File: src/rtl/rv32i_decode_pkg.sv
// Shared RV32I decode types: opcode values, ALU funct3 codes, op classes and the decoded record.
// DECODE_ILLEGAL_TRAP_EN adds the illegal flag to the decoded record.
package rv32i_decode_pkg;

    localparam logic [6:0] OPC_LUI      = 7'b0110111;
    localparam logic [6:0] OPC_AUIPC    = 7'b0010111;
    localparam logic [6:0] OPC_JAL      = 7'b1101111;
    localparam logic [6:0] OPC_JALR     = 7'b1100111;
    localparam logic [6:0] OPC_BRANCH   = 7'b1100011;
    localparam logic [6:0] OPC_LOAD     = 7'b0000011;
    localparam logic [6:0] OPC_STORE    = 7'b0100011;
    localparam logic [6:0] OPC_OP_IMM   = 7'b0010011;
    localparam logic [6:0] OPC_OP       = 7'b0110011;
    localparam logic [6:0] OPC_MISC_MEM = 7'b0001111;
    localparam logic [6:0] OPC_SYSTEM   = 7'b1110011;

    // funct3 encodings understood by the ALU
    localparam logic [2:0] F3_ADD  = 3'b000;
    localparam logic [2:0] F3_SLL  = 3'b001;
    localparam logic [2:0] F3_SLT  = 3'b010;
    localparam logic [2:0] F3_SLTU = 3'b011;
    localparam logic [2:0] F3_XOR  = 3'b100;
    localparam logic [2:0] F3_SRL  = 3'b101;
    localparam logic [2:0] F3_OR   = 3'b110;
    localparam logic [2:0] F3_AND  = 3'b111;

    typedef enum logic [3:0] {
        CLS_LUI     = 4'd0,
        CLS_AUIPC   = 4'd1,
        CLS_JAL     = 4'd2,
        CLS_JALR    = 4'd3,
        CLS_BRANCH  = 4'd4,
        CLS_LOAD    = 4'd5,
        CLS_STORE   = 4'd6,
        CLS_ALU_IMM = 4'd7,
        CLS_ALU_REG = 4'd8,
        CLS_FENCE   = 4'd9,
        CLS_SYSTEM  = 4'd10,
        CLS_ILLEGAL = 4'd11
    } op_class_t;

    typedef enum logic [1:0] {
        BUF_EMPTY = 2'd0,
        BUF_ONE   = 2'd1,
        BUF_FULL  = 2'd2
    } buf_state_t;

    typedef struct packed {
        logic [4:0]  rd;
        logic [4:0]  rs1;
        logic [4:0]  rs2;
        logic [2:0]  funct3;
        logic        alu_alt;
        logic        use_imm;
        logic [31:0] immediate;
        op_class_t   op_class;
        logic [31:0] pc;
`ifdef DECODE_ILLEGAL_TRAP_EN
        logic        illegal;
`endif
    } decoded_t;

endpackage

File: src/rtl/rv32i_imm_gen.sv
// Combinational immediate extraction; format chosen by op class, sign-extended from instr[31].
module rv32i_imm_gen
    import rv32i_decode_pkg::*;
(
    input  logic [31:7] instr,
    input  op_class_t   op_class,
    output logic [31:0] immediate
);

    always_comb begin
        immediate = '0;
        case (op_class)
            CLS_JALR, CLS_LOAD, CLS_ALU_IMM, CLS_FENCE, CLS_SYSTEM:
                immediate = {{20{instr[31]}}, instr[31:20]};
            CLS_STORE:
                immediate = {{20{instr[31]}}, instr[31:25], instr[11:7]};
            CLS_BRANCH:
                immediate = {{19{instr[31]}}, instr[31], instr[7], instr[30:25], instr[11:8], 1'b0};
            CLS_LUI, CLS_AUIPC:
                immediate = {instr[31:12], 12'b0};
            CLS_JAL:
                immediate = {{11{instr[31]}}, instr[31], instr[19:12], instr[20], instr[30:21], 1'b0};
            default:
                immediate = '0;
        endcase
    end

endmodule

File: src/rtl/rv32i_decode_stage.sv
// RV32I decode stage with a 2-entry skid buffer and registered fetch_ready.
// DECODE_ILLEGAL_TRAP_EN: adds the illegal port and funct7 checks; otherwise illegal words become NOP.
module rv32i_decode_stage
    import rv32i_decode_pkg::*;
#(
    parameter int unsigned     XLEN     = 32,
    parameter logic [XLEN-1:0] RESET_PC = '0
) (
    input  logic            clock,
    input  logic            reset_n,
    input  logic            fetch_valid,
    output logic            fetch_ready,
    input  logic [31:0]     fetch_instruction,
    input  logic [XLEN-1:0] fetch_pc,
    output logic            decode_valid,
    input  logic            decode_ready,
    output logic [4:0]      rd,
    output logic [4:0]      rs1,
    output logic [4:0]      rs2,
    output logic [2:0]      funct3,
    output logic            alu_alt,
    output logic            use_imm,
    output logic [XLEN-1:0] immediate,
    output op_class_t       op_class,
    output logic [XLEN-1:0] pc_out,
`ifdef DECODE_ILLEGAL_TRAP_EN
    output logic            illegal,
`endif
    output buf_state_t      buffer_state
);

    // Handshake: a word moves on a rising edge when valid && ready; the producer holds valid
    // and data until then, and the decoded record stays stable while decode_valid && !decode_ready.

    logic [6:0]  opcode;
    logic [6:0]  funct7;
    logic [2:0]  f3;
    op_class_t   cls;
    logic [31:0] imm;
    decoded_t    dec;

    assign opcode = fetch_instruction[6:0];
    assign funct7 = fetch_instruction[31:25];
    assign f3     = fetch_instruction[14:12];

    always_comb begin
        cls = CLS_ILLEGAL;
        case (opcode)
            OPC_LUI:      cls = CLS_LUI;
            OPC_AUIPC:    cls = CLS_AUIPC;
            OPC_JAL:      cls = CLS_JAL;
            OPC_JALR:     cls = CLS_JALR;
            OPC_BRANCH:   cls = CLS_BRANCH;
            OPC_LOAD:     cls = CLS_LOAD;
            OPC_STORE:    cls = CLS_STORE;
            OPC_OP_IMM:   cls = CLS_ALU_IMM;
            OPC_OP:       cls = CLS_ALU_REG;
            OPC_MISC_MEM: cls = CLS_FENCE;
            OPC_SYSTEM:   cls = CLS_SYSTEM;
            default:      cls = CLS_ILLEGAL;
        endcase
        if (fetch_instruction[1:0] != 2'b11) cls = CLS_ILLEGAL;
`ifdef DECODE_ILLEGAL_TRAP_EN
        // funct7 0x20 is only meaningful as SUB/SRA (and SRAI for shift immediates)
        if (cls == CLS_ALU_REG && !(funct7 == 7'h00 || (funct7 == 7'h20 && (f3 == F3_ADD || f3 == F3_SRL))))
            cls = CLS_ILLEGAL;
        if (cls == CLS_ALU_IMM && f3 == F3_SLL && funct7 != 7'h00)
            cls = CLS_ILLEGAL;
        if (cls == CLS_ALU_IMM && f3 == F3_SRL && funct7 != 7'h00 && funct7 != 7'h20)
            cls = CLS_ILLEGAL;
`endif
    end

    rv32i_imm_gen u_imm_gen (
        .instr     (fetch_instruction[31:7]),
        .op_class  (cls),
        .immediate (imm)
    );

    always_comb begin
        dec           = '0;
        dec.rd        = (cls == CLS_STORE || cls == CLS_BRANCH) ? 5'd0 : fetch_instruction[11:7];
        dec.rs1       = fetch_instruction[19:15];
        dec.rs2       = fetch_instruction[24:20];
        dec.funct3    = f3;
        dec.alu_alt   = fetch_instruction[30] &&
                        (cls == CLS_ALU_REG || (cls == CLS_ALU_IMM && f3 == F3_SRL));
        dec.use_imm   = cls inside {CLS_LUI, CLS_AUIPC, CLS_JAL, CLS_JALR,
                                    CLS_LOAD, CLS_STORE, CLS_ALU_IMM};
        dec.immediate = imm;
        dec.op_class  = cls;
        dec.pc        = fetch_pc;
`ifdef DECODE_ILLEGAL_TRAP_EN
        dec.illegal   = (cls == CLS_ILLEGAL);
`else
        // Unrecognised words are issued as ADDI x0,x0,0 so downstream never sees ILLEGAL
        if (cls == CLS_ILLEGAL) begin
            dec          = '0;
            dec.op_class = CLS_ALU_IMM;
            dec.use_imm  = 1'b1;
            dec.pc       = fetch_pc;
        end
`endif
    end

    buf_state_t state, next_state;
    decoded_t   slot0, slot1;
    logic       ready_q;
    logic       accept;
    logic       drain;

    assign accept = fetch_valid && ready_q;
    assign drain  = (state != BUF_EMPTY) && decode_ready;

    always_comb begin
        next_state = state;
        case (state)
            BUF_EMPTY: if (accept)          next_state = BUF_ONE;
            BUF_ONE: begin
                if (accept && !drain)       next_state = BUF_FULL;
                else if (drain && !accept)  next_state = BUF_EMPTY;
            end
            BUF_FULL:  if (drain)           next_state = BUF_ONE;
            default:                        next_state = BUF_EMPTY;
        endcase
    end

    always_ff @(posedge clock or negedge reset_n) begin
        if (!reset_n) begin
            state   <= BUF_EMPTY;
            ready_q <= 1'b0;
        end else begin
            state   <= next_state;
            ready_q <= (next_state != BUF_FULL);
        end
    end

    // slot0 always holds the oldest record; slot1 catches the word in flight when stalled
    always_ff @(posedge clock or negedge reset_n) begin
        if (!reset_n) begin
            slot0 <= '0;
            slot1 <= '0;
        end else begin
            case (state)
                BUF_EMPTY: if (accept) slot0 <= dec;
                BUF_ONE: begin
                    if (accept && drain) slot0 <= dec;
                    else if (accept)     slot1 <= dec;
                end
                BUF_FULL:  if (drain)  slot0 <= slot1;
                default: ;
            endcase
        end
    end

    assign fetch_ready  = ready_q;
    assign decode_valid = (state != BUF_EMPTY);
    assign rd           = slot0.rd;
    assign rs1          = slot0.rs1;
    assign rs2          = slot0.rs2;
    assign funct3       = slot0.funct3;
    assign alu_alt      = slot0.alu_alt;
    assign use_imm      = slot0.use_imm;
    assign immediate    = slot0.immediate;
    assign op_class     = slot0.op_class;
    assign pc_out       = decode_valid ? slot0.pc : RESET_PC;
`ifdef DECODE_ILLEGAL_TRAP_EN
    assign illegal      = slot0.illegal;
`endif
    assign buffer_state = state;

endmodule

File: config.mk
export PLATFORM = sky130hd
export DESIGN_NAME = rv32i_decode_stage
export DESIGN_NICKNAME = d
export VERILOG_FILES = /design/src/rtl/rv32i_decode_pkg.sv /design/src/rtl/rv32i_imm_gen.sv /design/src/rtl/rv32i_decode_stage.sv
export SDC_FILE = /design/constraint.sdc
export NUM_CORES = 1
export LEC_CHECK = 0
export ABC_CLOCK_PERIOD_IN_PS = 1800
export BUFFER_PORTS_ARGS = -buffer_cell sky130_fd_sc_hd__buf_2
export CAP_MARGIN = 20
export CELL_PAD_IN_SITES_DETAIL_PLACEMENT = 0
export CELL_PAD_IN_SITES_GLOBAL_PLACEMENT = 1
export CORE_MARGIN = 10
export CORE_UTILIZATION = 43
export DETAILED_ROUTE_END_ITERATION = 10
export PLACE_DENSITY_LB_ADDON = 0.3
export SLEW_MARGIN = 20
export SYNTH_ARGS = -nofsm -noshare
export SYNTH_HDL_FRONTEND = slang
export SYNTH_SLANG_ARGS = --single-unit
File: constraint.sdc
create_clock -name clock -period 1.8 [get_ports clock]
set_input_delay 0.18 -clock clock [delete_from_list [all_inputs] [get_ports clock]]
set_output_delay 0.18 -clock clock [all_outputs]
set_load 0.05 [all_outputs]
* Yosys cells after proc, flatten, opt, wreduce, memory -nomap -nowiden
Index checks and enable logic that the tools add are counted.
** Operators by class
- Bitwise logic cells :: 1
- Equal/unequal tests :: 30
- Reduce and logical (&&, ||, !) cells :: 20
- Multiplexer cells :: 15
** Operators with widths (count)
- $mux 88 :: 4
- $pmux 88 s3 :: 1
- $pmux 32 s5 :: 1
- $pmux 4 s11 :: 1
- $mux 32 :: 1
- $eq 7x7->1 const B :: 4
- $eq 7x6->1 const B :: 3
- $eq 4x3->1 const B :: 4
- $eq 4x4->1 const B :: 4
- $eq 7x5->1 const B :: 2
- $ne 2x2->1 const B :: 5
- $eq 4x2->1 const B :: 2
- $mux 2 :: 4
- $eq 7x2->1 const B :: 1
- $eq 7x4->1 const B :: 1
- $logic_and 1x1->1 :: 7
- $reduce_bool 7->1 :: 1
- $pmux 2 s3 :: 1
- $mux 5 :: 1
- $reduce_or 5->1 :: 1
- $eq 4x1->1 const B :: 1
- $logic_not 4->1 :: 1
- $mux 4 :: 1
- $reduce_and 4->1 :: 1
- 11 further kinds :: 13
** Storage, ports and cells
- Word-level logic and storage cells :: 86
- Flip-flop bits (word level) :: 179
- Input bits :: 68
- Output and inout bits :: 92

* Depth between registers and ports, before layout
Gate-level depths: netlist of the first run.
- Word-level depth :: 10
- Gate-level depth with buffers :: 8
- Gate-level depth less buffers :: 5

* Hierarchy
A second synthesis of the first run with hierarchy kept.
** Unflattened totals
- Cells, all modules :: 824
- Area total of the unflattened synthesis :: 8750.9 um2
** Modules (own cells, without submodules)
- rv32i_decode_stage :: sequential area each 4479.3 um2, times used 1, area an instance 8159.1 um2, cells an instance 739
- rv32i_imm_gen :: sequential area each 0.0 um2, times used 1, area an instance 591.8 um2, cells an instance 85

* Worst setup path after synthesis of the first run
OpenSTA, ideal clock, no wires.
- Path kind :: register to output
- Start :: register state[1], in the netlist buffer_state[1]
- End :: output pc_out[10]
- Cell stages (with the launch flop) :: 4
- Data arrival time :: 1.842 ns
- Setup slack :: -0.222 ns
- Buffers on the path :: 1
- Required time :: 1.620 ns
- Path through :: dfrtp_1 nor2_1 clkbuf_1 nor2b_1
** On the way
- Longest elaborated chain between the ends :: 2
** Ends and longest elaborated chain
- from (decl) :: RTL line rv32i_decode_stage.sv:106 : buf_state_t state, next_state;
- from (signal assigned) :: RTL line rv32i_decode_stage.sv:133 : state <= next_state;
- $reduce_bool 2->1 :: RTL line rv32i_decode_stage.sv:157 : assign decode_valid = (state != BUF_EMPTY);
- $mux 32 :: RTL line rv32i_decode_stage.sv:166 : assign pc_out = decode_valid ? slot0.pc : RESET_PC;
- to (decl) :: RTL line rv32i_decode_stage.sv:25 : output logic [XLEN-1:0] pc_out,
No other way between the ends.

* Worst setup path in the final report of the first run
- Start :: register state[1], in the netlist buffer_state[1]
- End :: register slot0, in the netlist immediate[5]
** On the way
- Longest elaborated chain between the ends :: 5
- Elaborated cells on any way between the ends :: 12
- Those cells by class :: 5 x eq/ne; 1 x mux; 6 x reduce/logical
** Ends and longest elaborated chain
- $reduce_bool 2->1 :: RTL line rv32i_decode_stage.sv:113 : assign drain = (state != BUF_EMPTY) && decode_ready;
- $logic_and 1x1->1 :: RTL line rv32i_decode_stage.sv:113
- $logic_and 1x1->1 :: RTL line rv32i_decode_stage.sv:147 : if (accept && drain) slot0 <= dec;
- $ne 2x2->1 (no line)
- $reduce_and 4->1 (no line)
- to (signal assigned) :: RTL line rv32i_decode_stage.sv:150 : BUF_FULL: if (drain) slot0 <= slot1;
- to (decl) :: RTL line rv32i_decode_stage.sv:107 : decoded_t slot0, slot1;
Several ways; a longest one is shown, not always the timed one.
A chain may end at the register's enable or synchronous reset.

==> results of run 1 <==
## Yosys cell counts, types with 3 or more instances
master,n
o21ai_0,22
o22ai_1,15
nor3_1,5
nand2_1,198
inv_1,5
clkbuf_1,27
buf_6,5
and3_1,23
buf_4,61
a21o_1,3
a21oi_2,3
o21ai_1,5
a31oi_1,53
a211oi_1,3
and3b_1,3
or3_1,3
nand4_1,3
a221oi_1,8
nor2_2,3
a22o_1,26
nor2b_1,37
nor2_1,80
a221o_1,30
nand2b_1,4
buf_2,27
a32oi_1,5
dfrtp_1,179
a21oi_1,48
## power groups by stage
stage / sequential (mW) / combinational, mW / clock (mW)
after floorplan: 6.13 / 5.99 / 0
after global placement: 6.18 / 7.43 / 0
after detailed placement: 6.22 / 7.50 / 0
after CTS: 6.15 / 7.61 / 4.02
after global routing: 6.33 / 8.22 / 4.19
final: 6.16 / 7.62 / 3.94
## registers in the layout, indices dropped and copies added (netlist names)
| signal | cells |
|---|---|
| alu_alt | 1 |
| buffer_state | 2 |
| fetch_ready | 1 |
| funct3 | 3 |
| immediate | 32 |
| op_class | 4 |
| rd | 5 |
| rs1 | 5 |
| rs2 | 5 |
| slot0 | 32 |
| slot1 | 88 |
| use_imm | 1 |
## per-stage QoR
stage | cells | util (%) | setup TNS, ns | power (mW)
finish | 1357 | 54.6 | 0 | 17.7
global route | 1357 | 54.6 | -0.0965 | 18.7
CTS | 1355 | 54.2 | -0.00281 | 17.8
detailed placement | 1289 | 49.3 | -0.859 | 13.7
floorplan | 927 | - | -0.548 | 12.1
global placement | 1289 | 49.3 | -0.218 | 13.6
## repair_timing
| action | CTS | global route |
|---|---|---|
| gates resized for setup | 5 | 23 |
| endpoints found under the hold margin | 99 | 0 |
| endpoints found under the setup margin | 22 | 116 |
| pin swaps | 0 | 1 |
| hold buffers | 34 | 0 |
| buffers inserted | 0 | 2 |
## cell type report
cell class | instances | area [um^2]
Clock buffer | 17 | 425
Multi-Input combinational cell | 621 | 3490
Timing Repair Buffer | 255 | 1820
Fill cell | 1825 | 8950
Sequential cell | 179 | 4480
Clock inverter | 15 | 193
Inverter | 5 | 18.8
Tap cell | 265 | 332
## final timing paths
kind	start	end	slack, ns	cells after the start
max reg2reg	buffer_state[1]	immediate[5]	0.04	6
min	fetch_instruction[10]	slot1[86]	0.02	2
min in group asynchronous	reset_n	immediate[25]	0.29	2
min reg2reg	slot1[32]	slot1[32]	0.47	2
max	buffer_state[1]	immediate[5]	0.04	6
max in group asynchronous	reset_n	slot0[29]	0.89	3
## per-layer routing
layer | track usage (%) | wire length (um)
met5 | 0 | 0
met4 | 4.05 | 205
met3 | 4.78 | 1520
met2 | 28.9 | 11700
met1 | 25.4 | 11200
## cells by family after synthesis
| kind of cell | count (synthesis) | share of synthesized area (%) |
|---|---|---|
| buffers and inverters | 127 | 8.93 |
| DFF | 179 | 51.5 |
| AOI/OAI and AO/OA | 237 | 19.1 |
| xor gates and xnor gates | 1 | 0.101 |
| and+or+nand+nor | 383 | 20.4 |
## critical path, cell delays in order (launching register included)
cell and delay, ns:
dfrtp_2 0.45, and3b_2 0.35, buf_6 0.13, a21oi_4 0.09, buf_12 0.14, buf_12 0.14, a221o_1 0.35
==> qor.csv, run 1 <==
stage,metric,value,unit
place,IO Port Bufs,159,
clocking,CTS tree,built,
yosys,Netlist Area Pre-Place,8700,um^2
yosys,Syn Area/Cell,9.39,um^2
global_routing,vias in the first global route,7215,
place,dpl hpwl,16.9,mm
yosys,Synthesis Warnings,0,
layout,Final #Nets,1147,
sta,fmax,567,MHz
sta,Worst-Margin Slew,0.505,ns
sta,RSZ-0062 raised after global routing,yes,
yosys,Post-synth EDFFs,0,
routing,# DRC,0,
global_routing,GRT overflow,0,
sta,Max-slew headroom,66.2,%
clocking,Clock Sinks,179,
power_and_ir_drop,clock power share,22.2,%
worst_hold_path,Hold/Removal Path Class,in2reg,
power_and_ir_drop,cell-internal power,9.90,mW
power_and_ir_drop,Leakage,5.19,nW
place,dpl ws,-0.0858,ns
layout,diodes inserted,0,
power_and_ir_drop,Switching Fraction,44.1,%
floorplan,die height,162,um
routing,First DRT Iteration DRCs,537,
yosys,"flops & latches, synth",179,
yosys,Synth top area share,51.5,%
global_routing,gr usage total,18.6,%
clocking,Clock Tree Buf Depth,2,
layout,"commonest non-fill, non-tap cells in the layout","nand2_1, dfrtp_1, buf_2",
critical_path,Worst setup EP type,flop,
run,max cap viols,0,
yosys,predominant post-synthesis flop cell,dfrtp_1,
floorplan,Die X,162,um
routing,vias per cell,5.32,
critical_path,critical-path maximum fanout,19,
sta,skew final,0.00951,ns
sta,endpoints failing setup,0,
sta,Min Hold Slack,0.0222,ns
critical_path,Setup crit start kind,flop,
sta,final hold vios,0,
floorplan,core area,19700,um^2
critical_path,CP Data Required Time,2.11,ns
power_and_ir_drop,power per cell area,1650,nW/um^2
clocking,clk_lat worst skew,0.43,ns
clocking,CTS Buf Count,17,
sta,post-route setup slack,0.0357,ns
global_routing,pin count of the biggest net entering global routing,56,
critical_path,WS Path Type,reg2reg,
global_routing,first-pass GRT wire length,39.7,mm
sta,Pins Over Slew Limit,0,
yosys,Syn Inst Count,927,
layout,synth-to-layout area growth,23.7,%
clocking,H-tree depth,4,
floorplan,Initial Util,44.1,%
layout,share of layout cells above drive strength 1,26.0,%
yosys,synth top area cells,"dfrtp_1, nand2_1, buf_4, a31oi_1, a221o_1",
routing,drt first pass iters,7,
layout,final instance area,10800,um^2
routing,WL/cell,18.1,um
floorplan,row cnt,51,
routing,Routed Antenna Nets,0,
sta,Final Critical Period,1.76,ns
floorplan,die area,26300,um^2
power_and_ir_drop,maximum vdd drop,0.851,mV
yosys,top cell type by total area after synthesis,dfrtp_1,
power_and_ir_drop,P_sw,7.81,mW
routing,via count,7219,
layout,"commonest non-fill, non-tap cell in the layout",nand2_1,
power_and_ir_drop,Flop pwr share,34.8,%
place,GPL Wtd Cong,0.872,
place,DP Area,9720,um^2
yosys,"Seq/Total Area, Yosys",51.5,%
yosys,async set or reset register ratio after synthesis,100,%
clocking,"Clk pin slew, worst setup/hold paths",0.07,ns
yosys,unique cell type count in the Yosys netlist,64,
clocking,root buffer cell,clkbuf_16,
critical_path,WP data arrival,2.08,ns
yosys,syn_nets,995,
floorplan,IO Pins,160,
sta,Final period util,98.0,%
routing,routed wire length,24.6,mm
global_routing,initial antenna violation count,0,
power_and_ir_drop,logic gate share of total power,43.0,%
status,status,"complete, no violations",
(Power assumes the default switching activity.)
==> run 2, diff against run 1 <==
--- a/config.mk
+++ b/config.mk
@@ -10,10 +10,11 @@
 export CAP_MARGIN = 20
 export CELL_PAD_IN_SITES_DETAIL_PLACEMENT = 0
 export CELL_PAD_IN_SITES_GLOBAL_PLACEMENT = 1
-export CORE_MARGIN = 10
+export CORE_MARGIN = 4
 export CORE_UTILIZATION = 43
 export DETAILED_ROUTE_END_ITERATION = 10
 export PLACE_DENSITY_LB_ADDON = 0.3
+export RECOVER_POWER = 100
 export SLEW_MARGIN = 20
 export SYNTH_ARGS = -nofsm -noshare
 export SYNTH_HDL_FRONTEND = slang
==> run 2 against run 1 <==
  * The flow now finishes with violations (negative setup slack)
  * Final cell count about the same
  * Routed wire length decreased by 2.0%
  * Fmax decreased by 2.1%
  * Clock skew increased by 0.0052 ns
  * Non-clock buffer count increased by 1
==> qor.csv, run 2 (synthesized netlist as in run 1, its figures left out) <==
stage,metric,value,unit,change
status,status,"complete, but fails checks",,
status,failing checks,negative setup slack,,
place,IO Port Bufs,159,,unchanged
critical_path,critical-path maximum fanout,8,,-11
power_and_ir_drop,maximum vdd drop,1.26,mV,+49%
routing,# DRC,0,,unchanged
layout,Post-Route Utilization,55.8,%,+1.2 points
critical_path,WS Path Type,reg2out,,
clocking,H-tree depth,4,,unchanged
floorplan,Die X,150,um,-7.4%
critical_path,WP data arrival,1.62,ns,-0.46 ns
clocking,CTS Buf Count,17,,unchanged
power_and_ir_drop,logic gate share of total power,45.9,%,+2.9 points
power_and_ir_drop,P_sw,8.11,mW,+3.8%
power_and_ir_drop,cell-internal power,10.3,mW,+4.0%
routing,routed wire length,24.1,mm,-2.0%
global_routing,vias in the first global route,6788,,-5.9%
clocking,"Clk pin slew, worst setup/hold paths",0.08,ns,about the same
layout,"commonest non-fill, non-tap cells in the layout","nand2_1, dfrtp_1, nor2_1",,
floorplan,die area,22600,um^2,-14%
sta,fmax,555,MHz,-2.1%
run,max cap viols,0,,unchanged
routing,via count,7327,,+1.5%
layout,Final #Nets,1148,,+0.087%
critical_path,Setup crit start kind,flop,,
clocking,clk_lat worst skew,0.43,ns,about the same
critical_path,Worst path top cell family by delay,buffers and inverters,,
global_routing,first-pass GRT wire length,37.5,mm,-5.5%
power_and_ir_drop,Flop pwr share,33.6,%,-1.2 points
floorplan,Initial Util,44.3,%,+0.14 points
layout,max reg flops,88,,unchanged
global_routing,GRT overflow,0,,unchanged
floorplan,core area,19700,um^2,-0.32%
floorplan,die height,150,um,-7.4%
place,DP Area,9670,um^2,-0.46%
critical_path,Worst setup EP type,output pin,,
critical_path,"Buf+Inv Stages, Crit Path",4,,+1
layout,# fillers,1825,,unchanged
global_routing,gr usage total,21.1,%,+2.6 points
sta,Pins Over Slew Limit,0,,unchanged
layout,diodes inserted,0,,unchanged
critical_path,"slowest stage cell, crit path",dfrtp_2,,
layout,share of layout cells above drive strength 1,22.9,%,-3.1 points
layout,final instance area,11000,um^2,+1.8%
clocking,Clock Sinks,179,,unchanged
place,dpl hpwl,15.6,mm,-7.5%
floorplan,row cnt,51,,unchanged
routing,drt first pass iters,5,,-2
place,GPL Wtd Cong,0.877,,+0.61%
sta,RSZ-0062 raised after global routing,yes,,
power_and_ir_drop,Switching Fraction,44.0,%,-0.055 points
floorplan,IO Pins,160,,unchanged
sta,Final Critical Period,1.80,ns,+0.0378 ns
clocking,root buffer cell,clkbuf_16,,
sta,post-route setup slack,-0.00207,ns,-0.0378 ns
routing,First DRT Iteration DRCs,545,,+1.5%
clocking,CTS tree,built,,
power_and_ir_drop,total power,18.4,mW,+3.9%
sta,endpoints failing setup,3,,+3
sta,final hold vios,0,,unchanged
sta,Worst-Margin Slew,1.20,ns,+0.698 ns
worst_hold_path,Hold/Removal Path Class,in2reg,,
routing,vias per cell,5.40,,+1.4%
critical_path,CP Data Required Time,1.62,ns,-0.49 ns
layout,synth-to-layout area growth,25.9,%,
layout,Top reg by flops,slot1,,
power_and_ir_drop,Leakage,5.10,nW,-1.7%
critical_path,crit path cell chain,buf_6 > nor2_4 > buf_6 > buf_16 > nor2b_2 > buf_6,,
power_and_ir_drop,clock power share,20.5,%,-1.7 points
layout,"commonest non-fill, non-tap cell in the layout",nand2_1,,
critical_path,Crit path largest cell delay,0.40,ns,-0.05 ns
clocking,Clock Tree Buf Depth,2,,unchanged
sta,skew final,0.0147,ns,+0.00517 ns
critical_path,Crit path top cell by count,buf_6,,
sta,Final period util,100,%,+2.1 points
routing,WL/cell,17.8,um,-2.1%
sta,Max-slew headroom,19.8,%,-46 points
global_routing,pin count of the biggest net entering global routing,55,,-1.8%
global_routing,initial antenna violation count,0,,unchanged
routing,Routed Antenna Nets,0,,unchanged
power_and_ir_drop,power per cell area,1680,nW/um^2,+2.1%
run 2: cell types whose count changed in the layout (fill, tap and decap cells not counted), moves of 3 or more:
cell,previous run,this run
nor2b_2,1,15
buf_2,147,68
clkbuf_1,0,58
nor2b_4,0,10
buf_4,54,38
buf_6,3,39
buf_8,0,3
nor2b_1,36,12
clkbuf_2,1,4
buf_12,14,9
run 2: worst paths after layout:
kind,start,end,slack (ns),cells past startpoint
max,buffer_state[1],pc_out[28],-0.002,6
min,fetch_instruction[15],slot1[78],0.02,2
max reg2reg,buffer_state[0],slot0[21],0.03,6
min reg2reg,slot1[9],slot1[9],0.48,2
max in group asynchronous,reset_n,fetch_ready,0.29,3
min in group asynchronous,reset_n,immediate[27],0.54,2
run 2: repair_timing:
item | CTS | global route
gates resized for setup | 84 | 34
gates cloned | 3 | 1
hold buffers | 34 | 0
endpoints found under the hold margin | 98 | 0
setup buffers | 7 | 1
pin swaps | 1 | 1
endpoints found under the setup margin | 33 | 70
run 2: stage by stage:
step / TNS [ns] / worst slack, ns / std cells / hold WS [ns]
4_1_cts: -0.440 / -0.0487 / 1358 / 0.00136
6_report: -0.00332 / -0.00207 / 1358 / 0.0168
2_1_floorplan: -0.548 / -0.0190 / 927 / -0.116
3_3_place_gp: 0 / 0.0932 / 1283 / 0.181
5_1_grt: -2.29 / -0.0571 / 1358 / 0.00858
3_5_place_dp: 0 / 0.0940 / 1283 / 0.178
run 2: power by group through the flow:
stage	clock (mW)	combinational, mW	sequential, mW
final	3.78	8.45	6.18
after global routing	4.04	9.03	6.32
after CTS	3.86	8.46	6.14
after detailed placement	0	7.39	6.21
after global placement	0	7.32	6.19
after floorplan	0	5.99	6.13
run 2: area by class of cell:
class / instances / area [um^2] / area share, %
tap: 265 / 332 / 3.03
sequential: 179 / 4480 / 40.9
clock inverter: 14 / 161 / 1.47
timing repair buffer: 256 / 1950 / 17.8
multi-input combinational: 621 / 3580 / 32.6
clock buffer: 18 / 439 / 4.01
inverter: 5 / 21.3 / 0.194
run 2: metal layers:
metal | GRT usage (%) | vias to the layer above | part of all wire (%)
met3 | 3.94 | 17 | 5.8
li1 | - | 3511 | -
met5 | 0 | - | 0
met1 | 31.1 | 3577 | 46
met4 | 4.99 | 0 | 0.86
met2 | 32.5 | 222 | 47
==> run 3, diff against run 2 <==
--- a/config.mk
+++ b/config.mk
@@ -5,7 +5,7 @@
 export SDC_FILE = /design/constraint.sdc
 export NUM_CORES = 1
 export LEC_CHECK = 0
-export ABC_CLOCK_PERIOD_IN_PS = 1800
+export ABC_CLOCK_PERIOD_IN_PS = 1900
 export BUFFER_PORTS_ARGS = -buffer_cell sky130_fd_sc_hd__buf_2
 export CAP_MARGIN = 20
 export CELL_PAD_IN_SITES_DETAIL_PLACEMENT = 0
==> constraint.sdc (replaced) <==
create_clock -name clock -period 1.9 [get_ports clock]
set_input_delay 0.19 -clock clock [delete_from_list [all_inputs] [get_ports clock]]
set_output_delay 0.19 -clock clock [all_outputs]
set_load 0.05 [all_outputs]
==> run 3 against run 2 <==
  * Non-clock buffer count is 11 lower
  * Die area stayed put
  * The flow now finishes without violations
  * Sequential share of layout area is 1.3 points higher
  * Worst hold slack better by 0.018 ns
  * Clock skew is 0.0035 ns lower
  * Combinational power is 13% lower
  * Critical path depth stayed put
  * Global-route usage is 0.54 points higher
  * Count of clock-buffer cells in the layout is 1 lower
  * Largest power group unchanged
  * First-iteration DRC count is 17% higher
  * Utilization is 1.7 points lower
  * Register-to-register slack better by 0.10 ns
==> qor.csv, run 3 (synthesized netlist as in run 1, its figures left out) <==
stage,metric,value,unit,change
status,status,"complete, no violations",,
layout,final instance area,10600,um^2,-3.0%
clocking,CTS tree,built,,
layout,synth-to-layout area growth,22.1,%,
clocking,root buffer cell,clkbuf_16,,
critical_path,Crit path largest cell delay,0.43,ns,+0.03 ns
global_routing,first-pass GRT wire length,38.7,mm,+3.0%
layout,max reg flops,88,,unchanged
floorplan,Initial Util,44.3,%,unchanged
run,max cap viols,0,,unchanged
sta,Final Critical Period,1.83,ns,
clocking,H-tree depth,4,,unchanged
critical_path,Crit path top cell by count,buf_6,,
critical_path,Crit. Startpoint,buffer_state[1],,
floorplan,row cnt,51,,unchanged
sta,final hold vios,0,,unchanged
routing,drt first pass iters,5,,unchanged
clocking,clk_lat worst skew,0.43,ns,about the same
routing,WL/cell,18.1,um,+1.7%
clocking,Clock Sinks,179,,unchanged
floorplan,die area,22600,um^2,unchanged
place,GPL Wtd Cong,0.865,,-1.4%
sta,skew final,0.0111,ns,-0.00353 ns
routing,routed wire length,24.3,mm,+0.75%
routing,vias per cell,5.42,,+0.52%
critical_path,Reg2Reg Setup Slack,0.13,ns,+0.10 ns
sta,Max-slew headroom,24.4,%,+4.6 points
sta,fmax,547,MHz,
critical_path,r2r startpoint,buffer_state[1],,
power_and_ir_drop,power per cell area,1600,nW/um^2,-4.9%
sta,endpoints failing setup,0,,-3
sta,Final period util,96.3,%,
layout,area occupied by multi-input gates,3480,um^2,-2.8%
critical_path,Critical Path Sink,decode_valid,,
global_routing,vias in the first global route,7114,,+4.8%
global_routing,pin count of the biggest net entering global routing,57,,+3.6%
critical_path,critical-path maximum fanout,8,,unchanged
global_routing,gr usage total,21.7,%,+0.54 points
critical_path,WP data arrival,1.64,ns,+0.02 ns
place,dpl hpwl,16.2,mm,+3.6%
layout,# fillers,1865,,+2.2%
routing,# DRC,0,,unchanged
critical_path,Worst R2R Path Depth,7,,+1
power_and_ir_drop,Leakage,4.94,nW,-3.1%
routing,Routed Antenna Nets,0,,unchanged
critical_path,r2r endpoint,op_class[3],,
critical_path,Worst path depth,6,,unchanged
worst_hold_path,Hold/Removal Path Class,in2reg,,
floorplan,IO Pins,160,,unchanged
critical_path,Setup crit start kind,flop,,
layout,diodes inserted,0,,unchanged
critical_path,Worst path top cell family by delay,buffers and inverters,,
power_and_ir_drop,total power,17.0,mW,-7.8%
place,IO Port Bufs,159,,unchanged
floorplan,core area,19700,um^2,unchanged
sta,RSZ-0062 raised after global routing,no,,
layout,Top reg by flops,slot1,,
layout,Post-Route Utilization,54.1,%,-1.7 points
critical_path,crit path cell chain,buf_6 > nor2_4 > buf_12 > buf_6 > inv_1 > clkbuf_2,,
layout,"commonest non-fill, non-tap cells in the layout","nand2_1, dfrtp_1, nor2_1",,
layout,share of layout cells above drive strength 1,19.5,%,-3.4 points
place,DP Area,9570,um^2,-1.0%
layout,"commonest non-fill, non-tap cell in the layout",nand2_1,,
clocking,Clock Tree Buf Depth,2,,unchanged
sta,post-route setup slack,0.0707,ns,+0.0728 ns
power_and_ir_drop,maximum vdd drop,0.871,mV,-31%
clocking,CTS Buf Count,17,,unchanged
routing,via count,7300,,-0.37%
place,dpl ws,-0.0350,ns,-0.129 ns
critical_path,"Buf+Inv Stages, Crit Path",5,,+1
critical_path,WS Path Type,reg2out,,
layout,Seq. cell area,4480,um^2,about the same
global_routing,GRT overflow,0,,unchanged
critical_path,"slowest stage cell, crit path",dfrtp_2,,
critical_path,Worst setup EP type,output pin,,
routing,First DRT Iteration DRCs,635,,+17%
sta,Pins Over Slew Limit,0,,unchanged
floorplan,die height,150,um,unchanged
layout,Final #Nets,1137,,-0.96%
clocking,"Clk pin slew, worst setup/hold paths",0.07,ns,about the same
sta,Worst-Margin Slew,1.13,ns,-0.0693 ns
floorplan,Die X,150,um,unchanged
critical_path,CP Data Required Time,1.71,ns,+0.09 ns
global_routing,initial antenna violation count,0,,unchanged
[run 3: cell types whose count changed in the layout (fill, tap and decap cells not counted), moves of 3 or more]
cell and delta:
buf_6 -28, nor2b_1 +24, clkbuf_4 +18, nor2b_2 -14
nor2b_4 -10, clkbuf_2 +6, buf_4 -3, buf_8 -3
bufinv_16 +3
[run 3: worst min-delay path by stage]
stage / end / cells after the start / start / slack [ns]
after floorplan: alu_alt / 0 / reset_n / -0.11
after global placement: slot1[62] / 1 / reset_n / 0.15
after detailed placement: slot1[62] / 1 / reset_n / 0.15
after CTS: slot1[82] / 2 / fetch_instruction[19] / 0.02
after global routing: slot1[79] / 2 / fetch_instruction[16] / 0.02
final: slot1[82] / 2 / fetch_instruction[19] / 0.03
[run 3: metrics by stage]
step,hold slack (ns),setup TNS [ns],std cells
after global placement,0.153,0,1275
after floorplan,-0.106,-3.39,927
after detailed placement,0.152,-0.251,1275
final,0.0349,0,1346
after CTS,0.0208,-0.0111,1340
after global routing,0.0201,0,1346
[run 3: final cells by class]
cell class                      count  share of cell area, %
Clock inverter                     14                   1.90
Timing Repair Buffer              245                   15.9
Sequential cell                   179                   42.2
Inverter                            5                  0.177
Clock buffer                       17                   4.00
Multi-Input combinational cell    621                   32.7
Tap cell                          265                   3.12
[run 3: repair_timing]
item                                   4_1_cts  5_1_grt
setup endpoints to repair                   32       87
buffers inserted                             0        4
endpoints found under the hold margin       72        0
hold buffers                                33        0
resized for setup                           29       31
pin swaps                                    1        1
gates cloned                                 1        2
[run 3: worst reg2reg max path, stage by stage (launching register included)]
cell	delay [ns]
dfrtp_2	0.43
buf_6	0.13
buf_4	0.13
and2b_2	0.24
buf_4	0.26
a211oi_2	0.27
a21oi_1	0.06
o21ai_0	0.16
[run 3: routing by layer]
metal | wire length [um] | global-route usage (%) | part of all wire (%)
met1 | 11300 | 32.4 | 46
met2 | 11300 | 32.5 | 46
met3 | 1390 | 3.97 | 5.7
met4 | 357 | 5.67 | 1.5
met5 | 0 | 0 | 0
[run 3: report_power, final]
part | switching (mW) | total [mW] | internal, mW | leakage, nW
clock network | 1.56 | 3.78 | 2.22 | 0.306
logic | 5.11 | 7.31 | 2.20 | 2.39
registers | 0.735 | 5.88 | 5.14 | 2.24
